[config.mk]
export PLATFORM = sky130hd
export DESIGN_NAME = instr_fetch
export DESIGN_NICKNAME = d
export VERILOG_FILES = /design/src/rtl/instr_fetch.sv
export SDC_FILE = /design/constraint.sdc
export NUM_CORES = 1
export LEC_CHECK = 0
export CORE_ASPECT_RATIO = 1.2
export CORE_UTILIZATION = 53
export DETAILED_ROUTE_END_ITERATION = 10
export PLACE_DENSITY_LB_ADDON = 0.2
export SKIP_CTS_REPAIR_TIMING = 1
export SYNTH_ARGS = -nofsm -noshare
export SYNTH_HDL_FRONTEND = slang
export SYNTH_SLANG_ARGS = --single-unit
export TNS_END_PERCENT = 50
[constraint.sdc]
create_clock -name clock -period 4.3 [get_ports clock]
set_input_delay 0.43 -clock clock [delete_from_list [all_inputs] [get_ports clock]]
set_output_delay 0.43 -clock clock [all_outputs]
set_load 0.01 [all_outputs]
[src/rtl/instr_fetch.sv]
// Instruction fetch unit: drives the instruction memory address from fetch_pc,
// buffers {pc, word} pairs in a shift-style prefetch queue and hands them to decode.
module instr_fetch #(
    parameter logic [31:0] RESET_PC = 32'h0100_0000,
    parameter int unsigned DEPTH    = 2
) (
    input  logic        clock,
    input  logic        reset,
    output logic [31:0] imem_address,
    output logic        imem_read_write,
    output logic [31:0] imem_data_in,
    input  logic [31:0] imem_data_out,
    input  logic        redirect_valid,
    input  logic [31:0] redirect_target,
    output logic        inst_valid,
    input  logic        inst_ready,
    output logic [31:0] inst_pc,
    output logic [31:0] inst_word,
    output logic        fault,
    output logic [31:0] fault_pc
);

    localparam int unsigned CNT_W = $clog2(DEPTH + 1);

    typedef struct packed {
        logic [31:0] pc;
        logic [31:0] word;
    } entry_t;

    entry_t           q   [DEPTH];
    entry_t           q_n [DEPTH];
    logic [CNT_W-1:0] count;
    logic [CNT_W-1:0] count_n;
    logic [CNT_W-1:0] wr_idx_c;
    logic [31:0]      fetch_pc;
    logic             push_c;
    logic             pop_c;

    assign imem_address    = fetch_pc;
    assign imem_read_write = 1'b0;
    assign imem_data_in    = 32'h0;
    assign inst_pc         = q[0].pc;
    assign inst_word       = q[0].word;

    // Queue next state: entry 0 is always the head, so a pop shifts everything down.
    always_comb begin
        pop_c    = inst_valid && inst_ready && !redirect_valid;
        push_c   = !fault && !redirect_valid && ((count < CNT_W'(DEPTH)) || pop_c);
        wr_idx_c = count - CNT_W'(pop_c);
        count_n  = count + CNT_W'(push_c) - CNT_W'(pop_c);
        q_n      = q;
        if (pop_c) begin
            for (int unsigned i = 0; i + 1 < DEPTH; i++) begin
                q_n[i] = q[i + 1];
            end
        end
        if (push_c) begin
            for (int unsigned i = 0; i < DEPTH; i++) begin
                if (wr_idx_c == CNT_W'(i)) begin
                    q_n[i] = {fetch_pc, imem_data_out};
                end
            end
        end
    end

    // Redirect outranks push/pop; a misaligned target latches the first fault address only.
    always_ff @(posedge clock) begin
        if (reset) begin
            fetch_pc   <= RESET_PC;
            count      <= '0;
            inst_valid <= 1'b0;
            fault      <= 1'b0;
            fault_pc   <= 32'h0;
            for (int unsigned i = 0; i < DEPTH; i++) begin
                q[i] <= '0;
            end
        end else if (redirect_valid) begin
            count      <= '0;
            inst_valid <= 1'b0;
            if (redirect_target[1:0] == 2'b00) begin
                fetch_pc <= redirect_target;
            end else begin
                fault <= 1'b1;
                if (!fault) begin
                    fault_pc <= redirect_target;
                end
            end
        end else begin
            q          <= q_n;
            count      <= count_n;
            inst_valid <= (count_n != '0);
            if (push_c) begin
                fetch_pc <= fetch_pc + 32'd4;
            end
        end
    end

endmodule

=== After elaboration in Yosys (flattened, before gate mapping) ===
Index checks and enable logic that the tools add are counted.

* Bits in registers: 196
* Latch bits: 0
* Memory bits (writable): 0
* Bits in read-only memories: 0
* Word-level logic and storage cells: 42
* Memories kept: 0

* Add/subtract/negate cells: 4
* Multipliers: 0
* Div/mod/pow operators: 0
* Magnitude comparators: 1
* Equality and inequality tests: 2
* Shift operators: 0
* Multiplexer cells: 7
* Bitwise logic cells: 3
* Reductions and logical operators: 16

{| class="wikitable"
|+ Operator list
! kind !! number
|-
| 64-bit two-way mux || 3
|-
| 128-bit two-way mux || 1
|-
| 32-bit two-way mux || 3
|-
| 32-bit by 3-bit adder with 32-bit output (second input constant) || 1
|-
| 3-bit AND reduction || 2
|-
| 1-bit logical AND || 4
|-
| 2-bit zero test || 2
|-
| 2-bit AND reduction || 2
|-
| 2-bit nonzero test || 2
|-
| 2-bit by 1-bit subtractor with 2-bit output || 2
|-
| 1-bit inverter || 3
|-
| 2-bit by 1-bit adder with 2-bit output || 1
|-
| 2-bit by 1-bit == test with 1-bit output (second input constant) || 1
|-
| 1-bit zero test || 2
|-
| 2-bit less-than comparator (second input constant) || 1
|-
| 2-bit by 1-bit inequality test with 1-bit output (second input constant) || 1
|-
| 2-bit OR reduction || 1
|-
| 1-bit logical OR || 1
|}

=== Logic depth before layout (Yosys ltp) ===
Gate-level depths: netlist of the first run.

* Word-level depth: 7
* Gate-level depth with buffers: 8

=== Worst setup path after synthesis of the first run ===
No wires, ideal clock.

* Path kind: flip-flop to flip-flop
* Start: register fetch_pc[2] (netlist: imem_address[2])
* End: register fetch_pc[22] (netlist: imem_address[22])
* Library setup time: 114 ps
* Arrival: 1,907 ps
* Data required time: 4,186 ps
* Setup slack: 2,278 ps
* Stages on the path, launching flop included: 7
* Path buffers: 0
* Clock period less this slack: 2,022 ps
* Cells stage by stage: dfxtp_1 > ha_1 > nand4_1 > nor4_1 > nand3_1 > mux2i_1 > a2111oi_0

* Longest elaborated chain between the ends: 3

{| class="wikitable"
|+ RTL lines
! what !! line !! RTL
|-
| from (decl) || 35 || <nowiki>logic [31:0] fetch_pc;</nowiki>
|-
| from (signal assigned) || 81 || <nowiki>fetch_pc <= redirect_target;</nowiki>
|-
| from (signal assigned) || 93 || <nowiki>fetch_pc <= fetch_pc + 32'd4;</nowiki>
|-
| 32-bit by 3-bit adder with 32-bit output || 93 ||
|-
| 32-bit two-way mux || 92 || <nowiki>if (push_c) begin</nowiki>
|-
| 32-bit two-way mux || 77 || <nowiki>end else if (redirect_valid) begin</nowiki>
|}

Every way passes these cells. The select of a mux whose other input is x is not followed.
A chain may end at the register's enable or synchronous reset.

=== Worst setup path after layout of the first run ===
* Start: input port redirect_valid
* End: register fetch_pc[17] (netlist: imem_address[17])

* Longest elaborated chain between the ends: 6
* Elaborated cells on any way between the ends: 9
* Those cells by class: 1 x eq/ne; 1 x mux; 7 x reduce/logical

{| class="wikitable"
|+ RTL lines
! what !! line !! RTL
|-
| from (decl) || 13 || <nowiki>input logic redirect_valid,</nowiki>
|-
| 1-bit zero test || 47, 48 ||
|-
| 1-bit logical AND || 47 || <nowiki>pop_c = inst_valid && inst_ready && !redirect_valid;</nowiki>
|-
| 1-bit logical OR || 48 || <nowiki>push_c = !fault && !redirect_valid && ((count < CNT_W'(DEPTH)) || pop_c);</nowiki>
|-
| 1-bit logical AND || 48 ||
|-
| 2-bit nonzero test (no line) || n/a ||
|-
| 2-bit AND reduction (no line) || n/a ||
|}

Several ways; a longest one is shown, not always the timed one.

==> key figures, run 1 <==
Outcome
  • Status: finished, final reports clean

Logic synthesis
  • Instance count of the mapped netlist: 1110
  • Average instance area after synthesis: 8.18 um2
  • Post-synth ARST share: 0%
  • Count of flip-flops with a built-in enable after synthesis: 0
  • Post-synthesis cell area: 9080 um2
  • Cell types with the largest area share after synthesis: sky130_fd_sc_hd__dfxtp_1 (43%), sky130_fd_sc_hd__nand2_1 (9.0%), sky130_fd_sc_hd__mux2i_1 (8.2%), sky130_fd_sc_hd__buf_4 (8.0%), sky130_fd_sc_hd__a21oi_1 (6.2%)
  • Area share of the leading cell type in the synthesized netlist: 43.2%
  • Commonest register cell after synthesis: sky130_fd_sc_hd__dfxtp_1
  • Sequential area share after synthesis: 43.2%
  • Number of distinct standard cells referenced by the synthesized netlist: 55
  • Flip-flop and latch count after synthesis: 196
  • Yosys top cell by area: sky130_fd_sc_hd__dfxtp_1
  • Syn. warnings: 0

Floorplanning
  • Starting Density: 54.1%
  • Width of the die: 121 um
  • Floorplan die area: 17700 um2
  • CORE AREA: 16800 um2
  • Height of the die: 145 um
  • Number of top-level design ports: 231
  • Floorplan row count: 52

Flow run
  • Number of maximum-capacitance constraint violations: 0

Min path
  • Hold/Removal Path Class: flip-flop to flip-flop

Clock network
  • Cell at the root of the clock tree: sky130_fd_sc_hd__clkbuf_16
  • Clock insertion delay at the later pin of the skew report: 0.43 ns
  • Reg clk slew, reported paths: 0.07 ns
  • Max Buffers Root-to-Sink: 2
  • Count of H-tree levels built during CTS: 4
  • CTS tree: built
  • TritonCTS sink count: 196
  • CTS buffer count: 17

Global route
  • Total GRT Usage: 25.6%
  • GRT overflow: 0
  • Maximum number of pins on one net before global-route repair: 128
  • Number of antenna violations at the first check in global routing: 0
  • Wire length of the first global-routing pass: 35.9 mm
  • Via count of the first global-routing pass: 7016

Setup path
  • Critical path's largest stage delay: 0.70 ns
  • Start point of the critical path: redirect_valid
  • Worst reg2reg setup slack: 1.71 ns
  • Sort of element at the end of the critical path: flip-flop
  • Cell-by-cell trace of the critical path: clkdlybuf4s50_1 > buf_4 > or3b_1 > o21ai_1 > buf_4 > nand2_1 > mux2i_1 > a2111oi_2
  • CP startpoint kind: input pin
  • Data required, critical path: 4.57 ns
  • Critical path class: input pin to flip-flop
  • Cell type with the highest occurrence count on the critical path: sky130_fd_sc_hd__buf_4
  • Endpoint of the lowest-slack register-to-register path: imem_address[22]
  • Worst-case reg-to-reg path depth: 6
  • Worst-path fanout max: 24
  • Startpoint of the worst register-to-register path: imem_address[2]
  • Capturing instance or port of the critical path: imem_address[17]
  • Critical-path cell with the highest stage delay: sky130_fd_sc_hd__or3b_1
  • Arrival time of data at the critical path endpoint: 3.13 ns

Layout
  • Growth of design area from synthesis to finish: 21.9%
  • Share of final-layout standard cells stronger than drive strength 1: 4.86%
  • Fill cell total of the finished layout: 1411
  • N_diodes: 0
  • Net total in the final layout: 1252

Timing
  • Clk_skew: 0.0140 ns
  • Final number of setup-violating endpoints: 0
  • Number of hold-slack violations in the final timing report: 0
  • Period Utilization, post-route: 66.4%
  • Total count of max-transition violations in the final report: 0
  • Achievable clock frequency: 0.350 GHz
  • Summed negative setup slack over all endpoints: 0 ns
  • Tightest Pin Transition: 0.995 ns
  • Time the final worst path needs with I/O delays and setup: 2.85 ns
  • Worst slew margin: 33.7%
  • RSZ-0062 raised after global routing: false
  • Smallest hold slack: 0.454 ns

Place
  • HPWL after DPL: 14.6 mm
  • GPL Wtd Cong: 0.897
  • Number of input and output port buffers inserted: 197

Drt
  • Ratio of routed vias to standard cells: 5.49
  • DR vias: 7734
  • Final Routed Wirelength: 22.7 mm
  • Total iterations of the first detailed-routing run: 8
  • Number of antenna-violating nets in the routed design: 0
  • DRC marker count from the first detailed-route iteration: 808
  • DRC viols: 0
  • Average wire per standard cell: 16.1 um

Power and ir drop
  • Maximum vdd drop: 252 uV
  • Power per cell area: 386 nW/um2
  • Lkg Pwr: 4.30 nW
[critical path: cells and delay by family]
kind                   cells  cell delay [ns]
muxes                      1             0.18
buffers and inverters      3             1.00
AOI/OAI and AO/OA          2             0.74
and+or+nand+nor            2             0.76
[per-layer routing]
metal / wire [um] / track usage, % / share of wire, %
met1: 9850 / 32.9 / 43
met2: 10900 / 41.6 / 48
met4: 441 / 9.81 / 1.9
met5: 0 / 0 / 0
met3: 1510 / 5.60 / 6.7
[layout make-up]
cell class	count	area, um2	share of cell area [%]
Clock buffer	20	447	4.04
Clock inverter	11	150	1.36
Inverter	4	15.0	0.136
Multi-Input combinational cell	755	4180	37.8
Sequential cell	196	3920	35.5
Tap cell	216	270	2.44
Timing Repair Buffer	208	2080	18.8
[kinds of logic (layout without fill, tap and decap cells)]
kind of cell | after synthesis | count (layout) | share of synthesized area [%]
multiplexers | 75 | 75 | 8.29
flip-flops | 196 | 196 | 43.2
XOR/XNOR | 3 | 3 | 0.290
buffers and inverters | 191 | 243 | 12.3
adder cells (fa/ha/maj) | 2 | 2 | 0.276
AO/OA/AOI/OAI | 233 | 233 | 15.9
other | 1 | 33 | 0.0413
AND/OR/NAND/NOR | 409 | 409 | 19.6
[state kept, by name (all words and copies together) (netlist names)]
| signal | count |
|---|---|
| fault_pc | 32 |
| q | 64 |
| count | 2 |
| fault | 1 |
| imem_address | 32 |
| inst_valid | 1 |
| inst_word | 32 |
| inst_pc | 32 |
[cell usage after synthesis, types with 6 or more instances]
| cell type | number |
|---|---|
| sky130_fd_sc_hd__clkbuf_1 | 59 |
| sky130_fd_sc_hd__clkbuf_2 | 6 |
| sky130_fd_sc_hd__a21oi_1 | 113 |
| sky130_fd_sc_hd__dfxtp_1 | 196 |
| sky130_fd_sc_hd__mux2i_1 | 74 |
| sky130_fd_sc_hd__a31oi_1 | 7 |
| sky130_fd_sc_hd__a211oi_1 | 67 |
| sky130_fd_sc_hd__buf_4 | 97 |
| sky130_fd_sc_hd__nand2_1 | 218 |
| sky130_fd_sc_hd__buf_2 | 19 |
| sky130_fd_sc_hd__o22ai_1 | 6 |
| sky130_fd_sc_hd__nor2_1 | 95 |
| sky130_fd_sc_hd__nand3_1 | 27 |
| sky130_fd_sc_hd__nor3b_1 | 6 |
| sky130_fd_sc_hd__o21ai_0 | 11 |
| sky130_fd_sc_hd__nor3_1 | 13 |
| sky130_fd_sc_hd__a22oi_1 | 6 |
| sky130_fd_sc_hd__and3_1 | 6 |
[per-stage QoR]
step           area, um2  util [%]  std cells  setup slack, ns  total power, mW
2_1_floorplan       9200         -       1142             2.28             2.45
3_3_place_gp       10500      62.4       1379             1.13             2.67
3_5_place_dp       10500      62.4       1379             1.06             2.69
4_1_cts            11100      65.9       1410             1.51             4.30
5_1_grt            11100      65.9       1410             1.28             4.44
6_report           11100      65.9       1410             1.45             4.27
[power breakdown]
group	switching [mW]	internal [mW]	leakage, nW	total (mW)
clock network	0.693	0.932	0.287	1.63
registers	0.0873	1.92	1.60	2.00
logic	0.325	0.320	2.42	0.645
total	1.11	3.17	4.30	4.27
[worst min path at each step]
stage,from,end,slack [ns],cells past startpoint
floorplan,q[0],q[0],0.44,2
global placement,fault_pc[4],fault_pc[4],0.44,2
detailed placement,q[31],q[31],0.45,2
CTS,q[38],q[38],0.45,2
global route,q[1],q[1],0.47,2
finish,q[44],q[44],0.45,2
[placed cells by master (no fill, tap or decap), types with 3 or more instances in the layout]
master / netlist / layout
sky130_fd_sc_hd__nand2_1: 218 / 218
sky130_fd_sc_hd__dfxtp_1: 196 / 196
sky130_fd_sc_hd__clkdlybuf4s50_1: 0 / 196
sky130_fd_sc_hd__a21oi_1: 113 / 113
sky130_fd_sc_hd__nor2_1: 95 / 94
sky130_fd_sc_hd__mux2i_1: 74 / 74
sky130_fd_sc_hd__a211oi_1: 67 / 67
sky130_fd_sc_hd__conb_1: 1 / 33
sky130_fd_sc_hd__nand3_1: 27 / 27
sky130_fd_sc_hd__clkbuf_16: 0 / 17
sky130_fd_sc_hd__nor3_1: 13 / 13
sky130_fd_sc_hd__o21ai_0: 11 / 10
sky130_fd_sc_hd__buf_4: 97 / 9
sky130_fd_sc_hd__a31oi_1: 7 / 7
sky130_fd_sc_hd__and3_1: 6 / 6
sky130_fd_sc_hd__o22ai_1: 6 / 6
sky130_fd_sc_hd__a22oi_1: 6 / 6
sky130_fd_sc_hd__or2_2: 5 / 5
sky130_fd_sc_hd__nor3b_1: 6 / 5
sky130_fd_sc_hd__and2_1: 5 / 5
sky130_fd_sc_hd__and4_1: 5 / 5
sky130_fd_sc_hd__or4_1: 5 / 5
sky130_fd_sc_hd__nor4_1: 5 / 5
sky130_fd_sc_hd__o211ai_1: 5 / 5
sky130_fd_sc_hd__inv_1: 4 / 4
sky130_fd_sc_hd__nand4_1: 4 / 4
sky130_fd_sc_hd__or3_1: 4 / 3
sky130_fd_sc_hd__a311o_1: 3 / 3
sky130_fd_sc_hd__bufinv_16: 0 / 3
Power figures use the tool's default switching activity.
==> run 2, diff against run 1 <==
--- a/config.mk
+++ b/config.mk
@@ -6,7 +6,7 @@
 export NUM_CORES = 1
 export LEC_CHECK = 0
 export CORE_ASPECT_RATIO = 1.2
-export CORE_UTILIZATION = 53
+export CORE_UTILIZATION = 49
 export DETAILED_ROUTE_END_ITERATION = 10
 export PLACE_DENSITY_LB_ADDON = 0.2
 export SKIP_CTS_REPAIR_TIMING = 1
==> constraint.sdc (replaced) <==
create_clock -name clock -period 2.92 [get_ports clock]
set_input_delay 0.292 -clock clock [delete_from_list [all_inputs] [get_ports clock]]
set_output_delay 0.292 -clock clock [all_outputs]
set_load 0.01 [all_outputs]
==> key figures, run 2 (synthesis gave the netlist of run 1 again) <==
Outcome
  • Status: finished, final reports clean (unchanged)

Timing
  • Total count of max-transition violations in the final report: 0 (unchanged)
  • Tightest Pin Transition: 0.795 ns (was 0.995 ns)
  • Period Utilization, post-route: 86.3%
  • Achievable clock frequency: 0.397 GHz
  • RSZ-0062 raised after global routing: false (unchanged)
  • Final number of setup-violating endpoints: 0 (unchanged)
  • Clk_skew: 0.00751 ns (was 0.0140 ns)
  • Summed negative setup slack over all endpoints: 0 ns (unchanged)
  • Time the final worst path needs with I/O delays and setup: 2.52 ns
  • Worst slew margin: 46.2% (was 33.7%)
  • Number of hold-slack violations in the final timing report: 0 (unchanged)
  • Post-route worst setup slack: 0.401 ns (was 1.45 ns)

Setup path
  • Data required, critical path: 3.23 ns (was 4.57 ns)
  • Critical path class: flip-flop to flip-flop (was input pin to flip-flop)
  • Arrival time of data at the critical path endpoint: 2.83 ns (was 3.13 ns)
  • Sort of element at the end of the critical path: flip-flop (unchanged)
  • Worst-case reg-to-reg path depth: 6 (unchanged)
  • CP startpoint kind: flip-flop (was input pin)
  • Worst-path fanout max: 7 (was 24)

Layout
  • Register ranked first by flip-flop count: q (unchanged)
  • Share of final-layout standard cells stronger than drive strength 1: 6.43% (was 4.86%)
  • Max reg flops: 64 (unchanged)
  • Share of the core filled with cells in the final layout: 61.9% (was 65.9%)
  • Final cell count without fillers: 1437 (was 1410)
  • Net total in the final layout: 1270 (was 1252)
  • Most common cell after layout, fill and taps aside: sky130_fd_sc_hd__nand2_1 (unchanged)
  • Growth of design area from synthesis to finish: 23.9% (was 21.9%)
  • N_diodes: 0 (unchanged)
  • Top library cells by usage in the layout, fill and taps aside: sky130_fd_sc_hd__nand2_1 (218), sky130_fd_sc_hd__dfxtp_1 (196), sky130_fd_sc_hd__clkdlybuf4s50_1 (196) (unchanged)

Place
  • GPL Wtd Cong: 0.873 (was 0.897)
  • Setup slack at placement: 0.431 ns (was 1.06 ns)
  • Number of input and output port buffers inserted: 197 (unchanged)
  • Cell Count Post-Placement: 1405 (was 1379)
  • HPWL after DPL: 15.3 mm (was 14.6 mm)

Global route
  • Total GRT Usage: 23.7% (was 25.6%)
  • Wire length of the first global-routing pass: 36.1 mm (was 35.9 mm)
  • Via count of the first global-routing pass: 6958 (was 7016)
  • GRT overflow: 0 (unchanged)
  • Maximum number of pins on one net before global-route repair: 147 (was 128)
  • Number of antenna violations at the first check in global routing: 0 (unchanged)

Clock network
  • Count of H-tree levels built during CTS: 4 (unchanged)
  • Max Buffers Root-to-Sink: 2 (unchanged)
  • Cell at the root of the clock tree: sky130_fd_sc_hd__clkbuf_16 (unchanged)
  • CTS tree: built (unchanged)
  • TritonCTS sink count: 196 (unchanged)
  • CTS buffer count: 17 (unchanged)
  • Reg clk slew, reported paths: 0.07 ns (about the same)
  • Clock insertion delay at the later pin of the skew report: 0.43 ns (about the same)

Power and ir drop
  • Power per cell area: 549 nW/um2 (was 386 nW/um2)
  • Lkg Pwr: 4.39 nW (was 4.30 nW)
  • Sum of internal, switching and leakage power: 6.17 mW (was 4.27 mW)
  • Maximum vdd drop: 357 uV (was 252 uV)

Drt
  • DRC viols: 0 (unchanged)
  • Final Routed Wirelength: 22.8 mm (was 22.7 mm)
  • Average wire per standard cell: 15.8 um (was 16.1 um)
  • DR vias: 7757 (was 7734)
  • Number of antenna-violating nets in the routed design: 0 (unchanged)
  • Ratio of routed vias to standard cells: 5.40 (was 5.49)
  • Total iterations of the first detailed-routing run: 5 (was 8)
  • DRC marker count from the first detailed-route iteration: 729 (was 808)

Floorplanning
  • Floorplan die area: 19100 um2 (was 17700 um2)
  • Starting Density: 49.9% (was 54.1%)
  • Width of the die: 126 um (was 121 um)
  • Number of top-level design ports: 231 (unchanged)
  • CORE AREA: 18200 um2 (was 16800 um2)
  • Floorplan row count: 54 (was 52)
  • Height of the die: 151 um (was 145 um)

Min path
  • Worst hold path cell count: 2 (unchanged)
  • Hold/Removal Path Class: input pin to flip-flop (was flip-flop to flip-flop)

Flow run
  • Number of maximum-capacitance constraint violations: 0 (unchanged)
[run 2: report_power, final]
| group | internal (mW) | switching (mW) | leakage, nW |
|---|---|---|---|
| logic | 0.496 | 0.497 | 2.53 |
| clock network | 1.19 | 1.06 | 0.261 |
| registers | 2.82 | 0.110 | 1.60 |
[run 2: per-stage QoR]
stage | cell area, um2 | hold slack (ns)
global placement | 10700 | 0.441
global route | 11200 | 0.271
finish | 11200 | 0.256
detailed placement | 10700 | 0.446
floorplan | 9200 | 0.428
CTS | 11200 | 0.256
[run 2: path summary, 6_finish.rpt]
kind                   start  slack, ns                to
max          imem_address[3]       0.40  imem_address[22]
min reg2reg            q[27]       0.45             q[27]
min                    reset       0.26      fault_pc[26]
max reg2reg  imem_address[3]       0.40  imem_address[22]
[run 2: layer usage]
layer	part of all wire (%)	up-vias	GRT usage, %
li1	-	3859	-
met5	0	-	0
met1	44	3601	31.2
met3	6.2	27	4.42
met4	1.5	0	8.49
met2	48	270	38.9
[run 2: critical path: stages, from the launching register on]
cell and delay [ns]:
sky130_fd_sc_hd__dfxtp_1 0.51, sky130_fd_sc_hd__ha_1 0.32, sky130_fd_sc_hd__nand4_1 0.27, sky130_fd_sc_hd__nor4_1 0.58
sky130_fd_sc_hd__nand3_1 0.19, sky130_fd_sc_hd__mux2i_1 0.15, sky130_fd_sc_hd__a2111oi_0 0.39
[run 2: cell type report]
cell class | instances | area, um2
Sequential cell | 196 | 3920
Inverter | 4 | 15.0
Clock buffer | 18 | 429
Tap cell | 224 | 280
Fill cell | 1584 | 6930
Multi-Input combinational cell | 755 | 4180
Clock inverter | 14 | 129
Timing Repair Buffer | 226 | 2290
==> run 3, diff against run 2 <==
--- a/config.mk
+++ b/config.mk
@@ -7,6 +7,8 @@
 export LEC_CHECK = 0
 export CORE_ASPECT_RATIO = 1.2
 export CORE_UTILIZATION = 49
+export CTS_CLUSTER_DIAMETER = 50
+export CTS_CLUSTER_SIZE = 30
 export DETAILED_ROUTE_END_ITERATION = 10
 export PLACE_DENSITY_LB_ADDON = 0.2
 export SKIP_CTS_REPAIR_TIMING = 1
==> results of run 3 <==
Same layout as run 2: the final DEF is identical, and so are final timing and power.
